--- config.mk ---
export PLATFORM = sky130hd
export DESIGN_NAME = fp_issue_scoreboard
export DESIGN_NICKNAME = d
export VERILOG_FILES = /design/src/rtl/fp_issue_scoreboard_pkg.sv /design/src/rtl/fp_issue_scoreboard_tag_alloc.sv /design/src/rtl/fp_issue_scoreboard.sv
export SDC_FILE = /design/constraint.sdc
export NUM_CORES = 1
export LEC_CHECK = 0
export ABC_AREA = 1
export CAP_MARGIN = 10
export CORE_MARGIN = 2
export CORE_UTILIZATION = 45
export DETAILED_ROUTE_END_ITERATION = 10
export PLACE_DENSITY = 0.8
export SYNTH_ARGS = -nofsm -noshare
export SYNTH_HDL_FRONTEND = slang
export SYNTH_HIERARCHICAL = 1
export SYNTH_SLANG_ARGS = --single-unit
--- constraint.sdc ---
create_clock -name clk_i -period 3.43 [get_ports clk_i]
set_input_delay 0.686 -clock clk_i [delete_from_list [all_inputs] [get_ports clk_i]]
set_output_delay 0.686 -clock clk_i [all_outputs]
set_load 0.005 [all_outputs]
--- src/rtl/fp_issue_scoreboard_pkg.sv ---
// Shared widths and helpers for the FP issue scoreboard.
package fp_issue_scoreboard_pkg;

    localparam int unsigned FLEN_DEF         = 32;
    localparam int unsigned NUM_FREGS_DEF    = 32;
    localparam int unsigned MAX_INFLIGHT_DEF = 4;

    // Index width that never collapses to zero bits.
    function automatic int unsigned idx_width(input int unsigned n);
        return (n < 2) ? 1 : $clog2(n);
    endfunction

endpackage

--- src/rtl/fp_issue_scoreboard_tag_alloc.sv ---
// Priority encoder: lowest free slot index and an any-free flag.
module fp_issue_scoreboard_tag_alloc #(
    parameter int unsigned N     = 4,
    parameter int unsigned IDX_W = 2
) (
    input  logic [N-1:0]     free_mask,
    output logic [IDX_W-1:0] free_idx_c,
    output logic             any_free_c
);

    // Scan from the top so the lowest set bit is the last one written.
    always_comb begin
        free_idx_c = '0;
        any_free_c = 1'b0;
        for (int i = int'(N) - 1; i >= 0; i--) begin
            if (free_mask[i]) begin
                free_idx_c = IDX_W'(i);
                any_free_c = 1'b1;
            end
        end
    end

endmodule

--- src/rtl/fp_issue_scoreboard.sv ---
// In-order FP issue controller: RAW/WAW hazard stall, tag allocation,
// tag-to-register result mapping and a registered register-file write port.
module fp_issue_scoreboard
    import fp_issue_scoreboard_pkg::*;
#(
    parameter  int unsigned FLEN         = FLEN_DEF,
    parameter  int unsigned NUM_FREGS    = NUM_FREGS_DEF,
    parameter  int unsigned MAX_INFLIGHT = MAX_INFLIGHT_DEF,
    localparam int unsigned RA_W         = idx_width(NUM_FREGS),
    localparam int unsigned TAG_W        = idx_width(MAX_INFLIGHT)
) (
    input  logic             clk_i,
    input  logic             rst_i,
    input  logic             dec_valid_i,
    output logic             dec_ready_o,
    input  logic [2:0]       dec_rs_used_i,
    input  logic [RA_W-1:0]  dec_rs1_i,
    input  logic [RA_W-1:0]  dec_rs2_i,
    input  logic [RA_W-1:0]  dec_rs3_i,
    input  logic [RA_W-1:0]  dec_rd_i,
    input  logic             dec_rd_we_i,
    output logic             fpu_valid_o,
    input  logic             fpu_ready_i,
    output logic [TAG_W-1:0] fpu_tag_o,
    input  logic             res_valid_i,
    input  logic [TAG_W-1:0] res_tag_i,
    input  logic [FLEN-1:0]  res_data_i,
    output logic             res_ready_o,
    output logic             rf_we_o,
    output logic [RA_W-1:0]  rf_waddr_o,
    output logic [FLEN-1:0]  rf_wdata_o,
    output logic [TAG_W:0]   inflight_o,
    output logic             busy_o,
    output logic             err_o
);

    localparam int unsigned NUM_SLOTS = 2 ** TAG_W;

    typedef struct packed {
        logic            valid;
        logic            we;
        logic [RA_W-1:0] rd;
    } slot_t;

    // Slot array is sized to the full tag space so any returned tag indexes
    // in range; slots at or above MAX_INFLIGHT are never allocated.
    slot_t                   slots [NUM_SLOTS];
    logic [NUM_FREGS-1:0]    busy;
    logic [TAG_W:0]          inflight_q;
    logic [MAX_INFLIGHT-1:0] free_mask;
    logic [TAG_W-1:0]        free_idx;
    logic                    any_free;
    logic                    hazard;
    logic                    can_issue;
    logic                    issue;
    slot_t                   res_slot;
    logic                    res_hit;

    // Free mask from registered slot state, so a slot freed this cycle is not reused until next cycle.
    always_comb begin
        free_mask = '0;
        for (int i = 0; i < int'(MAX_INFLIGHT); i++) begin
            free_mask[i] = ~slots[i].valid;
        end
    end

    fp_issue_scoreboard_tag_alloc #(
        .N     (MAX_INFLIGHT),
        .IDX_W (TAG_W)
    ) u_tag_alloc (
        .free_mask  (free_mask),
        .free_idx_c (free_idx),
        .any_free_c (any_free)
    );

    // RAW on any used source, WAW on the destination; registered busy bits only.
    always_comb begin
        hazard = 1'b0;
        if (dec_rs_used_i[0] && busy[dec_rs1_i]) hazard = 1'b1;
        if (dec_rs_used_i[1] && busy[dec_rs2_i]) hazard = 1'b1;
        if (dec_rs_used_i[2] && busy[dec_rs3_i]) hazard = 1'b1;
        if (dec_rd_we_i && busy[dec_rd_i])       hazard = 1'b1;
    end

    // Zero-cycle issue handshake with the FPU.
    always_comb begin
        can_issue   = ~hazard & any_free & ~rst_i;
        fpu_valid_o = dec_valid_i & can_issue;
        dec_ready_o = fpu_ready_i & can_issue;
        issue       = dec_valid_i & dec_ready_o;
        fpu_tag_o   = free_idx;
        res_slot    = slots[res_tag_i];
        res_hit     = res_valid_i & res_slot.valid;
        res_ready_o = 1'b1;
        inflight_o  = inflight_q;
        busy_o      = (inflight_q != '0);
    end

    // Slot, busy, counter, writeback and error state.
    always_ff @(posedge clk_i) begin
        if (rst_i) begin
            for (int i = 0; i < int'(NUM_SLOTS); i++) begin
                slots[i] <= '0;
            end
            busy       <= '0;
            inflight_q <= '0;
            rf_we_o    <= 1'b0;
            rf_waddr_o <= '0;
            rf_wdata_o <= '0;
            err_o      <= 1'b0;
        end else begin
            rf_we_o <= res_hit & res_slot.we;
            if (res_hit) begin
                slots[res_tag_i].valid <= 1'b0;
                if (res_slot.we) begin
                    busy[res_slot.rd] <= 1'b0;
                    rf_waddr_o        <= res_slot.rd;
                    rf_wdata_o        <= res_data_i;
                end
            end
            if (res_valid_i && !res_slot.valid) begin
                err_o <= 1'b1;
            end
            // Issue never targets a register being cleared: that would be a WAW stall.
            if (issue) begin
                slots[free_idx] <= '{valid: 1'b1, we: dec_rd_we_i, rd: dec_rd_i};
                if (dec_rd_we_i) begin
                    busy[dec_rd_i] <= 1'b1;
                end
            end
            case ({issue, res_hit})
                2'b10:   inflight_q <= inflight_q + (TAG_W+1)'(1);
                2'b01:   inflight_q <= inflight_q - (TAG_W+1)'(1);
                default: inflight_q <= inflight_q;
            endcase
        end
    end

endmodule

==> out/results.ini, run 1 <==
[die]
die_height_microns = 116.1
die_w_microns = 116.1
floorplan.die_area_sq_um = 13480
ios = 111
core.rowCount = 40
core-area_sq_um = 12160
initial_core_util = 0.4650

[drt]
totalWireLength_mm = 18.55
via_per_inst = 5.534
vias = 6430
drc = 0
avgRoutedWirePerCell_microns = 15.97
route.antenna.remaining_nets = 0
dr.pass1.iters = 5
first_iter_violations = 903

[sta]
final.period_utilization = 0.9449
clock_skew_ns = 0.008562
timing_max_transition_violations_final = 0
final_hold_viol_count = 0
slew-limit-headroom = 0.6496
max_slew.worst_pin.slew_ns = 0.5217
setup-violations-final = 0
setup_tns_ns = 0
fmax_mhz = 308.6
min_period_ns = 3.241

[worst_setup_path]
crit_path_start = dec_rs1_i[1]
required_ns = 2.74
worstPathMaxFanout = 7
timing.setup.critical_path_class = in -> out
setup.worst_path.end_class = output pin
critPathLaunchType = input port
r2r-start = busy[8]
worst_ep_arrival_time_ns = 2.55
ff2ff_setup_slack_ns = 0.65
cp-endpoint = dec_ready_o
r2r.worst_path.cells = 19
r2r_end = inflight_o[2]

[clock_network]
clock_insertion_delay_worst_skew_ns = 0.35
ctsHoldBuffers = 0
cts_root_cell = sky130_fd_sc_hd__clkbuf_16
cts.path.max_buffers = 2
cts-htree-levels = 3
clk_transition_reported_paths_ns = 0.07
clock_sinks = 102
tritoncts = done
number_of_cts_inserted_buffers = 9

[global_route]
grt_start_max_net_pins = 38
overflow = 0
global_route_wire_length_before_repair_mm = 29.44
grt_pass1_vias = 5788
grt_antenna_before_repair = 0
grt_usage = 0.2825

[placement]
gpl.final_weighted_congestion = 0.9386
dp_hpwl_mm = 12.99
placement.io_buffers = 109
dpl-instance-area_sq_um = 7177

[outcome]
run_status = finished, final reports clean

[job]
timing.max_cap.violations = 0

[final_layout]
inserted_diodes = 0
layout.cell_area.non_filler_sq_um = 7561
fillers = 1100
syn2layout_area_growth_pct = 33.69
layout.nets = 1054
drive_gt1_frac = 0.1036

[synth]
netlist_instances = 859
avgSynthCellArea_sq_um = 6.584
synthesis.area_sq_um = 5655
ys_ff_latch = 102
synth_warnings = 6
synth-seq-area-share = 0.4035
synthDistinctLibCells = 34
synth_fp_nets = 924

[hold_path]
hold_path_class = reg -> reg

[power]
ir_drop_mv = 0.2426
power_per_cell_area_nw_per_um2 = 362.3
p_leak_nw = 3.174

[cell families after synthesis]
kind of cell	count (synthesis)	synth area share
multiplexers	1	0.001770
adder cells (fa/ha/maj)	2	0.005752
flip-flops	102	0.4035
buffers and inverters	104	0.07478
AND/OR/NAND/NOR	513	0.3876
AO/OA/AOI/OAI	136	0.1259
other	1	0.0006631
[layout by cell type, fill, tap and decap left out, types with 2 or more instances in the layout]
master                            netlist  final
sky130_fd_sc_hd__o22ai_1                2      2
sky130_fd_sc_hd__inv_2                  2      7
sky130_fd_sc_hd__nor3_1                 9      9
sky130_fd_sc_hd__or2_2                  8      8
sky130_fd_sc_hd__o21ai_1                2      3
sky130_fd_sc_hd__nand4_1               32     32
sky130_fd_sc_hd__nor2_1               144    142
sky130_fd_sc_hd__o21ai_0               76     75
sky130_fd_sc_hd__dfxtp_1               78     78
sky130_fd_sc_hd__nor3b_4                1      2
sky130_fd_sc_hd__a21oi_1               43     43
sky130_fd_sc_hd__nand2_1              216    215
sky130_fd_sc_hd__clkinvlp_4             0      2
sky130_fd_sc_hd__clkbuf_16              0      9
sky130_fd_sc_hd__o21a_1                 2      2
sky130_fd_sc_hd__buf_4                  2     52
sky130_fd_sc_hd__dlymetal6s2s_1         0      7
sky130_fd_sc_hd__clkdlybuf4s50_1        0     98
sky130_fd_sc_hd__inv_1                 54     47
sky130_fd_sc_hd__edfxtp_1              24     24
sky130_fd_sc_hd__o211ai_1               4      4
sky130_fd_sc_hd__buf_12                 0      2
sky130_fd_sc_hd__nor2_2                 1      3
sky130_fd_sc_hd__nand3_2                0      4
sky130_fd_sc_hd__clkbuf_2               0      3
sky130_fd_sc_hd__clkinv_1               2      2
sky130_fd_sc_hd__a31oi_1                5      5
sky130_fd_sc_hd__nand3_1               99     95
[cell type report]
class	count	area, sq um	share of cell area
multi-input cells	653	2994	0.3960
repair buffers	164	1534	0.2029
clock inverters	6	80.08	0.01059
clock buffers	10	229.0	0.03028
inverters	58	224.0	0.02962
repair inverters	1	7.507	0.0009929
well taps	168	210.2	0.02780
flip-flops and latches	102	2282	0.3018
[where the power goes]
part | leakage [nW] | internal [mW] | switching [mW]
Clock | 0.152 | 0.580 | 0.471
Sequential | 0.881 | 1.25 | 0.0132
Combinational | 2.14 | 0.190 | 0.231
Total | 3.17 | 2.02 | 0.715
[worst min-delay path by stage]
| stage | end | cells after the start | from | slack, ns |
|---|---|---|---|---|
| after detailed placement | err_o | 1 | err_o | 0.45 |
| after floorplan | inflight_o[2] | 1 | inflight_o[2] | 0.46 |
| after CTS | err_o | 1 | err_o | 0.47 |
| after global routing | err_o | 1 | err_o | 0.48 |
| after global placement | err_o | 1 | err_o | 0.45 |
| final | err_o | 1 | err_o | 0.47 |
[registers in the layout (all words and copies together) (netlist names)]
name	cells
busy	32
err_o	1
inflight_o	3
rf_waddr_o	5
rf_wdata_o	32
rf_we_o	1
slots	28
[layer usage]
metal | GRT usage | wire, microns | up-vias
li1 | - | - | 3109
met1 | 0.3661 | 7435 | 2913
met2 | 0.4573 | 8606 | 339
met3 | 0.04982 | 1718 | 69
met4 | 0.1413 | 793 | 0
met5 | 0 | 0 | -
[critical path: stages]
cell	delay, ns
sky130_fd_sc_hd__clkdlybuf4s50_1	0.48
sky130_fd_sc_hd__buf_4	0.16
sky130_fd_sc_hd__nand3_1	0.08
sky130_fd_sc_hd__nand3_1	0.07
sky130_fd_sc_hd__nand2_1	0.05
sky130_fd_sc_hd__a21oi_1	0.11
sky130_fd_sc_hd__nand2_1	0.07
sky130_fd_sc_hd__nand3_2	0.11
sky130_fd_sc_hd__nand2_4	0.08
sky130_fd_sc_hd__buf_4	0.14
sky130_fd_sc_hd__buf_4	0.14
sky130_fd_sc_hd__nor3b_4	0.23
sky130_fd_sc_hd__clkbuf_2	0.15
[cells in the mapped netlist]
cell type | instances | share of area
sky130_fd_sc_hd__nand2_1 | 216 | 0.14
sky130_fd_sc_hd__nor2_1 | 144 | 0.096
sky130_fd_sc_hd__nand3_1 | 99 | 0.088
sky130_fd_sc_hd__dfxtp_1 | 78 | 0.28
sky130_fd_sc_hd__o21ai_0 | 76 | 0.067
sky130_fd_sc_hd__inv_1 | 54 | 0.036
sky130_fd_sc_hd__a21oi_1 | 43 | 0.038
sky130_fd_sc_hd__nand4_1 | 32 | 0.035
sky130_fd_sc_hd__edfxtp_1 | 24 | 0.13
sky130_fd_sc_hd__clkbuf_1 | 23 | 0.015
sky130_fd_sc_hd__buf_2 | 14 | 0.012
sky130_fd_sc_hd__nor3_1 | 9 | 0.0080
sky130_fd_sc_hd__or2_2 | 8 | 0.0088
sky130_fd_sc_hd__buf_1 | 6 | 0.0040
sky130_fd_sc_hd__a31oi_1 | 5 | 0.0055
sky130_fd_sc_hd__o211ai_1 | 4 | 0.0053
sky130_fd_sc_hd__buf_4 | 2 | 0.0027
sky130_fd_sc_hd__clkinv_1 | 2 | 0.0013
sky130_fd_sc_hd__inv_2 | 2 | 0.0013
sky130_fd_sc_hd__o21a_1 | 2 | 0.0027
sky130_fd_sc_hd__o21ai_1 | 2 | 0.0018
sky130_fd_sc_hd__o22ai_1 | 2 | 0.0022
sky130_fd_sc_hd__a21oi_2 | 1 | 0.0015
sky130_fd_sc_hd__and2_1 | 1 | 0.0011
sky130_fd_sc_hd__buf_6 | 1 | 0.0020
sky130_fd_sc_hd__conb_1 | 1 | 0.00066
sky130_fd_sc_hd__fa_1 | 1 | 0.0035
sky130_fd_sc_hd__ha_1 | 1 | 0.0022
sky130_fd_sc_hd__mux2i_1 | 1 | 0.0018
sky130_fd_sc_hd__nor2_2 | 1 | 0.0011
sky130_fd_sc_hd__nor2_4 | 1 | 0.0020
sky130_fd_sc_hd__nor3b_1 | 1 | 0.0013
sky130_fd_sc_hd__nor3b_4 | 1 | 0.0033
sky130_fd_sc_hd__o221ai_1 | 1 | 0.0015
[repair_timing]
action,in CTS,in global routing
pin swaps,0,4
gates cloned,1,0
buffers inserted,0,2
resized for setup,10,27
endpoints found under the setup margin,3,3
[through the flow]
step / hold WS (ns) / cells / setup WS [ns] / total power, mW / utilization
3_5_place_dp: 0.4526 / 1143 / -0.3748 / 1.698 / 0.5901
6_report: 0.4663 / 1162 / 0.1891 / 2.740 / 0.6217
5_1_grt: 0.4786 / 1162 / -0.01063 / 2.835 / 0.6217
3_3_place_gp: 0.4463 / 1143 / -0.3222 / 1.693 / 0.5901
2_1_floorplan: 0.4583 / 859 / 0.3058 / 1.488 / -
4_1_cts: 0.4690 / 1160 / -0.1827 / 2.738 / 0.6169
Power figures use the tool's default switching activity.
==> inputs of run 2 (changes only) <==
==> constraint.sdc (replaced) <==
create_clock -name clk_i -period 4.1 [get_ports clk_i]
set_input_delay 0.82 -clock clk_i [delete_from_list [all_inputs] [get_ports clk_i]]
set_output_delay 0.82 -clock clk_i [all_outputs]
set_load 0.005 [all_outputs]
==> run 2 against run 1 <==
Effect of this change: first-iteration DRC count fell by 5.3%; total power fell by 20%; flip-flop and latch count unchanged; via count shrank 2.7%; largest power group unchanged.
==> out/results.ini, run 2 (synthesized netlist as in run 1, its figures left out) <==
[worst_setup_path]
required_ns = 3.28  ; +0.54 ns
crit_chain = clkdlybuf4s50_1, clkinv_1, a21oi_1, o21ai_0, nand3_1, nand2_1, nand2_1, nand2_1, nand3_1, nand2_1, nor3b_2, clkdlybuf4s50_1
setup.worst_path.end_class = output pin
crit_path_start = dec_rs1_i[1]
worst_ep_arrival_time_ns = 3.14  ; +0.59 ns
slowest_stage = sky130_fd_sc_hd__clkdlybuf4s50_1
worstPathMaxFanout = 6  ; -1
r2r.worst_path.cells = 16  ; -3
timing.setup.critical_path_class = in -> out
ff2ff_setup_slack_ns = 1.29  ; +0.64 ns
critical-path-max-stage-delay_ns = 0.57  ; +0.09 ns
r2r_end = inflight_o[2]
cp_top_family = buffers and inverters
cp_common_cell = sky130_fd_sc_hd__nand2_1
critical_path.n_buffers_inverters = 3  ; -2
critPathLaunchType = input port
r2r-start = busy[11]

[hold_path]
hold-path-cell-count = 1  ; unchanged
hold_path_class = reg -> reg
hold_end = err_o
min_from = err_o

[die]
floorplan.die_area_sq_um = 13480  ; unchanged
die_w_microns = 116.1  ; unchanged
die_height_microns = 116.1  ; unchanged
initial_core_util = 0.4650  ; unchanged
core.rowCount = 40  ; unchanged
ios = 111  ; unchanged
core-area_sq_um = 12160  ; unchanged

[placement]
pre_cts_slack_ns = 0.07008  ; +0.4449 ns
gpl.final_weighted_congestion = 0.9303  ; -0.88%
placement.io_buffers = 109  ; unchanged
dp_hpwl_mm = 12.65  ; -2.6%
dpl-instance-area_sq_um = 6974  ; -2.8%

[clock_network]
cts_post_setup_buffers_inserted = 0  ; unchanged
clk_transition_reported_paths_ns = 0.07  ; about the same
clock_insertion_delay_worst_skew_ns = 0.34  ; about the same
cts_root_cell = sky130_fd_sc_hd__clkbuf_16
tritoncts = done
ctsHoldBuffers = 0  ; unchanged
cts.path.max_buffers = 2  ; unchanged
clock_sinks = 102  ; unchanged
cts-htree-levels = 3  ; unchanged
postCtsResizedCells = 0  ; -10
number_of_cts_inserted_buffers = 9  ; unchanged

[global_route]
grt_antenna_before_repair = 0  ; unchanged
grt_pass1_vias = 5620  ; -2.9%
overflow = 0  ; unchanged
global_route_wire_length_before_repair_mm = 28.60  ; -2.9%
grt_usage = 0.2747  ; -0.007821
grt_start_max_net_pins = 38  ; unchanged

[drt]
first_iter_violations = 855  ; -5.3%
dr.pass1.iters = 5  ; unchanged
avgRoutedWirePerCell_microns = 16.20  ; +1.5%
drc = 0  ; unchanged
totalWireLength_mm = 18.37  ; -0.97%
route.antenna.remaining_nets = 0  ; unchanged
vias = 6255  ; -2.7%
via_per_inst = 5.516  ; -0.32%

[final_layout]
layout_commonest_cell = sky130_fd_sc_hd__nand2_1
final_core_util = 0.5998  ; -0.02191
layout.cell_area.non_filler_sq_um = 7295  ; -3.5%
inserted_diodes = 0  ; unchanged
layout.area.seq_sq_um = 2282  ; unchanged
layout.nets = 1026  ; -2.7%
layout_common_cells = 216 x sky130_fd_sc_hd__nand2_1, 142 x sky130_fd_sc_hd__nor2_1, 105 x sky130_fd_sc_hd__clkdlybuf4s50_1
fillers = 1130  ; +2.7%
top_regs = busy: 32 flops, rf_wdata_o: 32 flops, slots: 28 flops
drive_gt1_frac = 0.06418  ; -0.03944
multi_input_area_sq_um = 2960  ; -1.1%
syn2layout_area_growth_pct = 28.98

[job]
timing.max_cap.violations = 0  ; unchanged

[sta]
final.period_utilization = 0.9655
clock_skew_ns = 0.006362  ; -0.002199 ns
timing_max_transition_violations_final = 0  ; unchanged
slew-limit-headroom = 0.4916  ; -0.1580
worst_slack_ns = 0.1414  ; -0.04771 ns
rsz0062_at_grt = false
setup-violations-final = 0  ; unchanged
max_slew.worst_pin.slew_ns = 0.7618  ; +0.2401 ns
setup_tns_ns = 0  ; unchanged
final_hold_viol_count = 0  ; unchanged
fmax_mhz = 252.6
min_period_ns = 3.959

[power]
ir_drop_mv = 0.2372  ; -2.2%
power_per_cell_area_nw_per_um2 = 302.3  ; -17%
p_leak_nw = 2.976  ; -6.3%
report.power.total_mw = 2.205  ; -20%

[outcome]
run_status = finished, final reports clean

## run 2: cell count changes in the layout (fill, tap and decap cells not counted), moves of 2 or more
cell / previous run / this run
sky130_fd_sc_hd__clkbuf_2: 3 / 0
sky130_fd_sc_hd__inv_6: 1 / 3
sky130_fd_sc_hd__clkinvlp_4: 2 / 4
sky130_fd_sc_hd__dlymetal6s2s_1: 7 / 4
sky130_fd_sc_hd__clkdlybuf4s50_1: 98 / 105
sky130_fd_sc_hd__nand3_1: 95 / 99
sky130_fd_sc_hd__inv_2: 7 / 2
sky130_fd_sc_hd__nand3_2: 4 / 0
sky130_fd_sc_hd__buf_4: 52 / 24
sky130_fd_sc_hd__inv_1: 47 / 52
## run 2: worst reg2reg max path: cells and delay by family (launching register included)
family | cells | cell delay [ns]
fa+ha+maj | 2 | 0.62
simple gates | 9 | 1.05
compound gates | 5 | 0.60
flops | 1 | 0.45
## run 2: layer usage
| metal | track usage | vias to the layer above | part of all wire |
|---|---|---|---|
| met2 | 0.4320 | 321 | 0.46 |
| met5 | 0 | - | 0 |
| met4 | 0.1317 | 0 | 0.037 |
| met3 | 0.05605 | 58 | 0.089 |
| li1 | - | 3049 | - |
| met1 | 0.3639 | 2827 | 0.41 |
## run 2: metrics by stage
step           instances  hold WS [ns]
2_1_floorplan        859        0.4583
3_5_place_dp        1116        0.4557
5_1_grt             1134        0.5049
6_report            1134        0.4658
4_1_cts             1132        0.4735
3_3_place_gp        1116        0.4467
## run 2: how the worst max path moves through the flow
stage	end	depth (start not counted)	slack, ns
final	fpu_valid_o	12	0.14
after global routing	fpu_valid_o	12	0.01
after CTS	fpu_valid_o	12	0.06
after detailed placement	fpu_valid_o	12	0.07
after global placement	fpu_valid_o	12	0.11
after floorplan	inflight_o[2]	19	0.84
## run 2: layout make-up
cell class / instances / area share
Clock buffer: 9 / 0.03087
Clock inverter: 7 / 0.007547
Inverter: 58 / 0.03087
Multi-Input combinational cell: 653 / 0.4058
Sequential cell: 102 / 0.3129
Tap cell: 168 / 0.02882
Timing Repair Buffer: 135 / 0.1811
Timing Repair inverter: 2 / 0.002058
## run 2: power breakdown
| group | total (mW) | internal (mW) | switching [mW] |
|---|---|---|---|
| Combinational | 0.331 | 0.143 | 0.188 |
| Clock | 0.814 | 0.420 | 0.394 |
| Sequential | 1.06 | 1.05 | 0.0106 |
